[src/rtl/multicycle_control.sv]
// Multicycle processor control unit.
// Sequences each instruction through FETCH/DECODE and a class-specific tail,
// drives the datapath strobes and selects, counts retired instructions and
// parks in a sticky ILLEGAL state on an unknown opcode until reset.
//
// Memory handshake: while a memory access is pending, the controller holds
// mem_read or mem_write (with iord) asserted every cycle. The access completes
// on the rising edge where mem_ready=1; with mem_ready=0 the controller waits.
// mem_ready is only looked at in FETCH, MEMREAD and MEMWRITE.
module multicycle_control #(
    parameter int CNT_W = 32
) (
    input  logic             clk,
    input  logic             reset,
    input  logic [6:0]       opcode,
    input  logic             zero,
    input  logic             mem_ready,
    output logic             pc_write,
    output logic             ir_write,
    output logic             mem_read,
    output logic             mem_write,
    output logic             iord,
    output logic             reg_write,
    output logic             mem_to_reg,
    output logic             pc_src,
    output logic [1:0]       alu_src_a,
    output logic [1:0]       alu_src_b,
    output logic [1:0]       alu_op,
    output logic [3:0]       state,
    output logic             illegal,
    output logic [CNT_W-1:0] instr_count
);

    typedef enum logic [3:0] {
        S_FETCH    = 4'd0,
        S_DECODE   = 4'd1,
        S_MEMADR   = 4'd2,
        S_MEMREAD  = 4'd3,
        S_MEMWB    = 4'd4,
        S_MEMWRITE = 4'd5,
        S_EXEC_R   = 4'd6,
        S_EXEC_I   = 4'd7,
        S_ALUWB    = 4'd8,
        S_BRANCH   = 4'd9,
        S_ILLEGAL  = 4'd10
    } state_t;

    localparam logic [6:0] OP_LD  = 7'b0000011;
    localparam logic [6:0] OP_SD  = 7'b0100011;
    localparam logic [6:0] OP_R   = 7'b0110011;
    localparam logic [6:0] OP_I   = 7'b0010011;
    localparam logic [6:0] OP_BR  = 7'b1100011;

    state_t           state_q;
    state_t           state_d;
    logic             illegal_q;
    logic [CNT_W-1:0] count_q;
    logic             retire;

    // Ungated strobes; reset masks the ones that could disturb the datapath.
    logic pc_write_raw;
    logic ir_write_raw;
    logic mem_read_raw;
    logic mem_write_raw;
    logic reg_write_raw;

    // State register, sticky illegal flag and retired-instruction counter.
    always_ff @(posedge clk) begin
        if (reset) begin
            state_q   <= S_FETCH;
            illegal_q <= 1'b0;
            count_q   <= '0;
        end else begin
            state_q <= state_d;
            if (state_d == S_ILLEGAL) begin
                illegal_q <= 1'b1;
            end
            if (retire) begin
                count_q <= count_q + CNT_W'(1);
            end
        end
    end

    // Next-state selection and per-state datapath controls.
    always_comb begin
        state_d       = state_q;
        retire        = 1'b0;
        pc_write_raw  = 1'b0;
        ir_write_raw  = 1'b0;
        mem_read_raw  = 1'b0;
        mem_write_raw = 1'b0;
        reg_write_raw = 1'b0;
        iord          = 1'b0;
        mem_to_reg    = 1'b0;
        pc_src        = 1'b0;
        alu_src_a     = 2'b00;
        alu_src_b     = 2'b00;
        alu_op        = 2'b00;
        case (state_q)
            S_FETCH: begin
                // PC + 4 computed while the instruction word is read.
                mem_read_raw = 1'b1;
                alu_src_b    = 2'b01;
                if (mem_ready) begin
                    ir_write_raw = 1'b1;
                    pc_write_raw = 1'b1;
                    state_d      = S_DECODE;
                end
            end
            S_DECODE: begin
                // Branch target precomputed from the old PC.
                alu_src_a = 2'b10;
                alu_src_b = 2'b10;
                case (opcode)
                    OP_LD, OP_SD: state_d = S_MEMADR;
                    OP_R:         state_d = S_EXEC_R;
                    OP_I:         state_d = S_EXEC_I;
                    OP_BR:        state_d = S_BRANCH;
                    default:      state_d = S_ILLEGAL;
                endcase
            end
            S_MEMADR: begin
                alu_src_a = 2'b01;
                alu_src_b = 2'b10;
                state_d   = (opcode == OP_LD) ? S_MEMREAD : S_MEMWRITE;
            end
            S_MEMREAD: begin
                mem_read_raw = 1'b1;
                iord         = 1'b1;
                if (mem_ready) begin
                    state_d = S_MEMWB;
                end
            end
            S_MEMWB: begin
                reg_write_raw = 1'b1;
                mem_to_reg    = 1'b1;
                retire        = 1'b1;
                state_d       = S_FETCH;
            end
            S_MEMWRITE: begin
                mem_write_raw = 1'b1;
                iord          = 1'b1;
                if (mem_ready) begin
                    retire  = 1'b1;
                    state_d = S_FETCH;
                end
            end
            S_EXEC_R: begin
                alu_src_a = 2'b01;
                alu_src_b = 2'b00;
                alu_op    = 2'b10;
                state_d   = S_ALUWB;
            end
            S_EXEC_I: begin
                alu_src_a = 2'b01;
                alu_src_b = 2'b10;
                state_d   = S_ALUWB;
            end
            S_ALUWB: begin
                reg_write_raw = 1'b1;
                retire        = 1'b1;
                state_d       = S_FETCH;
            end
            S_BRANCH: begin
                alu_src_a    = 2'b01;
                alu_src_b    = 2'b00;
                alu_op       = 2'b01;
                pc_src       = 1'b1;
                pc_write_raw = zero;
                retire       = 1'b1;
                state_d      = S_FETCH;
            end
            S_ILLEGAL: begin
                state_d = S_ILLEGAL;
            end
            default: begin
                // Unused encodings recover to FETCH.
                state_d = S_FETCH;
            end
        endcase
    end

    assign pc_write    = pc_write_raw  & ~reset;
    assign ir_write    = ir_write_raw  & ~reset;
    assign mem_read    = mem_read_raw  & ~reset;
    assign mem_write   = mem_write_raw & ~reset;
    assign reg_write   = reg_write_raw & ~reset;
    assign state       = state_q;
    assign illegal     = illegal_q;
    assign instr_count = count_q;

endmodule
[config.mk]
export PLATFORM = sky130hd
export DESIGN_NAME = multicycle_control
export DESIGN_NICKNAME = d
export VERILOG_FILES = /design/src/rtl/multicycle_control.sv
export SDC_FILE = /design/constraint.sdc
export NUM_CORES = 1
export LEC_CHECK = 0
export ABC_CLOCK_PERIOD_IN_PS = 2300
export BUFFER_PORTS_ARGS = -buffer_cell sky130_fd_sc_hd__buf_4
export CAP_MARGIN = 10
export CORE_MARGIN = 2
export CORE_UTILIZATION = 52
export DETAILED_ROUTE_END_ITERATION = 16
export GPL_ROUTABILITY_DRIVEN = 0
export HOLD_SLACK_MARGIN = 0.08
export PLACE_DENSITY_LB_ADDON = 0.1
export SKIP_CTS_REPAIR_TIMING = 1
export SYNTH_ARGS = -nofsm -noshare
export SYNTH_HDL_FRONTEND = slang
export SYNTH_SLANG_ARGS = --single-unit
[constraint.sdc]
create_clock -name clk -period 2.3 [get_ports clk]
set_clock_uncertainty 0.15 [all_clocks]
set_input_delay 0.46 -clock clk [delete_from_list [all_inputs] [get_ports clk]]
set_output_delay 0.46 -clock clk [all_outputs]
set_load 0.01 [all_outputs]
* Yosys cells after proc, flatten, opt, wreduce, memory -nomap -nowiden
Cells that the tools add are included.
Widths: inputs -> output; s select.
** Word-level totals
- Flip-flop bits (word level) :: 37
- Latch bits :: 0
- Bits in writable memories :: 0
- Memory bits (read-only) :: 0
- Bits of input ports :: 11
- Output and inout bits :: 51
- Logic and storage cells :: 54
- Memories :: 0
** Cells by class
- Add/subtract/negate cells :: 1
- $mul :: 0
- Div/mod/pow operators :: 0
- $lt $le $gt $ge :: 0
- Equality and inequality tests :: 16
- Shift-type cells :: 0
- Muxes and demuxes :: 19
- Bitwise operators :: 6
- Reductions and logical operators :: 9
** Operator list (count)
- $add 32x1->32 const B :: 1
- $pmux 4 s7 :: 1
- $eq 4x3->1 const B :: 4
- $eq 4x4->1 const B :: 4
- $pmux 4 s4 :: 1
- $eq 7x6->1 const B :: 2
- $mux 4 :: 3
- $pmux 2 s2 :: 3
- $reduce_or 2->1 :: 5
- $eq 4x2->1 const B :: 2
- $mux 1 :: 8
- $eq 7x2->1 const B :: 1
- $eq 7x5->1 const B :: 1
- $eq 7x7->1 const B :: 1
- $reduce_or 3->1 :: 2
- $and 1x1->1 :: 5
- $eq 4x1->1 const B :: 1
- $logic_not 4->1 :: 1
- $pmux 1 s2 :: 2
- $reduce_or 4->1 :: 1
- $mux 3 :: 1
- $not 1->1 :: 1

* Logic depth before layout (Yosys ltp)
- Word-level depth :: 5
- Gate-level depth with buffers :: 8
- Mapped depth without buffers :: 6

* Least setup slack after synthesis
OpenSTA, ideal clock, no wires.
- Kind :: reg-to-output
- From :: reg state_q[1], in the netlist state[1]
- To :: out alu_src_b[1]
- Arrival time :: 1.453 ns
- Required time :: 1.690 ns
- Setup slack :: 0.237 ns
- Cell stages (with the launch flop) :: 6
- Path buffers :: 2
- Cell sequence :: dfxtp_1 buf_2 buf_1 xor2_1 nor2_1 a211oi_1
** On the way
- Cells in the longest elaborated chain, start to end :: 3
- Elaborated cells on any way between the ends :: 6
- Classes of those cells :: eq/ne (3); mux (1); reduce/logical (2)
** RTL lines
- start: declaration :: line 54 : state_t state_q;
- start signal: assignment :: line 74 : state_q <= state_d;
- $eq 4x1->1, or another cell as far along :: line 99 : case (state_q)
- $reduce_or 3->1 (no source line)
- $pmux 2 s2 (*) :: line 99
- end: declaration :: line 27 : output logic [1:0] alu_src_b,
Every way passes the cells marked *; elsewhere a longest branch is shown, timed or not.

* Worst setup path after layout
- From :: reg state_q[2], in the netlist state[2]
- To :: out pc_write
** On the way
- Cells in the longest elaborated chain, start to end :: 3
- Elaborated cells on any way between the ends :: 4
- Classes of those cells :: eq/ne (1); mux (1); bitwise (1); reduce/logical (1)
** RTL lines
- $eq 4x4->1 / $logic_not 4->1 (equally long branches) :: line 99
- $pmux 1 s2 (*) :: line 99
- $and 1x1->1 (*) :: line 183 : assign pc_write = pc_write_raw & ~reset;
- end: declaration :: line 18 : output logic pc_write,
Marked as above.

==> out/summary.txt <==
number of flops mapped to enable cells by yosys: 0
max incr delay on CP: 400 ps
Hold Path Stages: 2
Critical Path Fanout Max: 18
share of layout cells above drive strength 1: 30.4%
htree depth: 2
fin cells: 392
initial antenna violation count: 0
crit path time final: 2180 ps
Setup CP Type: flip-flop to primary output
ant diodes: 0
CP Depth: 5
static leakage: 1.10 nW
most frequent cells in the layout: buf_4 (75), nor2_1 (39), dfxtp_1 (36)
Final Hold Viols: 0
max-cap violations: 0
met2 routed WL: 2.65 mm
r2r worst-path depth: 5
total chip power: 0.00162 W
WL met1: 2.48 mm
async set or reset register ratio after synthesis: 0%
syn_area_per_cell: 8.14 um2
DIE WIDTH: 69.6 um
Max Freq: 458 MHz
Seq cells post-synth: 37
starting density of the core: 55.2%
largest net degree at the start of global routing: 22
vias in the first global route: 1,956
syn nets: 287
crit path max-delay cell type: dfxtp_1
worst slew pin tran: 600 ps
period utilization: 94.9%
Synth-to-Final Area Change: 28.3%
clk root buf: clkbuf_8
PortBufs: 61
clock transition at the registers of the reported paths: 70 ps
Post-route DRC: 0
CTS Buffer Depth: 2
WL final: 5.50 mm
die height: 69.6 um
FP Rows: 23
Final setup viols: 0
CP bufs+invs: 2
Worst setup SP type: flip-flop
top sig layer: met4
clk sink count: 37
Met3 Wirelength: 306 um
Mapped Cells: 275
predominant post-synthesis flop cell: dfxtp_1
Core Area: 4060 um2
Total GRT Usage: 22.6%
DR iter-0 viols: 122
final core utilization: 70.8%
Max Slew Vio Count: 0
Vias/cell: 5.63
VDD IR-drop max: 0.000418 V
Routed wire per std cell: 14.0 um
post-synthesis sequential area ratio: 33.1%
most frequent CP cell: buf_4
GR Overflow Total: 0
# placed instances: 385
vias: 2,208
Ports: 62
Setup crit end kind: primary output
worst path cell trace: buf_4 > nor2_1 > and4_1 > a31o_2 > buf_4
hold_ws: 331 ps
total CTS buffers: 5
die area: 4850 um2
Critical Path RT: 1690 ps
RSZ-0062 raised after global routing: false
PwrDens: 563 nW/um2
final net count: 354
first-pass GRT wire length: 9.01 mm
Syn. warnings: 0
dpl hpwl: 4.12 mm
Max transition margin: 59.7%
Synth Cell Area: 2240 um2
antenna-violating nets left: 0
commonest non-fill, non-tap cell in the layout: buf_4
CTS tree: yes
delay-heaviest family, CP: flip-flops
status: completed
HP Class: primary input to flip-flop
synth unique cells: 54
Worst-Skew Late Latency: 290 ps
drt pass-1 iters: 4
Arrival @ worst endpoint: 1570 ps
## state kept, by name, indices dropped and copies added (netlist names)
name	cells
instr_count	32
state	4
illegal	1
## per-layer routing
layer	vias to the layer above	track usage [%]
li1	1112	-
met1	1024	28.9
met2	64	38.0
met3	8	4.65
met4	0	7.26
met5	-	0
## power breakdown
group	switching [W]	internal, W	leakage, nW
registers	0.0000270	0.000660	0.299
clock network	0.000228	0.000238	0.0443
logic	0.000252	0.000212	0.757
total	0.000507	0.00111	1.10
## synthesized netlist by cell type (2+ instances only)
cell	instances	area, um2
clkbuf_1	7	26.3
buf_6	2	22.5
a41o_1	2	20.0
a311oi_1	3	26.3
nor2_1	39	146
buf_2	3	15.0
dfxtp_1	37	741
and4_1	3	26.3
o21ai_0	13	65.1
and2_1	3	18.8
nand3_2	4	40.0
a21o_1	2	15.0
xnor2_1	17	149
nand2_1	20	75.1
nor4b_1	4	35.0
inv_1	10	37.5
nand4_2	2	25.0
o21a_1	2	15.0
or3_1	5	31.3
xor2_1	4	35.0
nor4_1	6	37.5
buf_1	2	7.51
a31o_2	2	17.5
nand2b_1	9	56.3
nor2b_1	5	31.3
a21oi_1	10	50.1
nor3_1	6	30.0
nor4_2	7	87.6
nand4_1	9	56.3
nand3_1	13	65.1
## path summary, 6_finish.rpt
kind              slack, ps              end           start
setup reg to reg        260  instr_count[31]  instr_count[6]
hold / removal          330  instr_count[29]           reset
setup / recovery        120         pc_write        state[2]
hold reg to reg         330          illegal         illegal
## cell families after synthesis
family | after synthesis | share of synthesized area, %
AOI/OAI and AO/OA | 43 | 12.6
adders and majority gates | 1 | 0.559
buffers and inverters | 25 | 5.20
xor gates and xnor gates | 21 | 8.22
and+or+nand+nor | 146 | 39.4
DFF | 37 | 33.1
muxes | 2 | 1.01
## stage by stage
stage	worst slack, ps	setup TNS, ps	instance area (um2)
floorplan	237	0	2240
global placement	269	0	2790
detailed placement	197	0	2790
CTS	-43.8	-43.8	2870
global route	5.75	0	2870
finish	116	0	2870
## worst register-to-register path: stages, from the launching register on
cell	delay [ps]
dfxtp_1	460
nand3_2	210
nor4_4	420
nand3_2	200
or3_1	380
a21oi_1	140
## cell type report
class	count	area, um2
clock buffers	7	86.3
fillers	352	1180
inverters	10	37.5
multi-input cells	213	1380
flip-flops and latches	37	742
well taps	50	62.6
repair buffers	75	563
No activity file was read; power rests on OpenSTA's default activity.
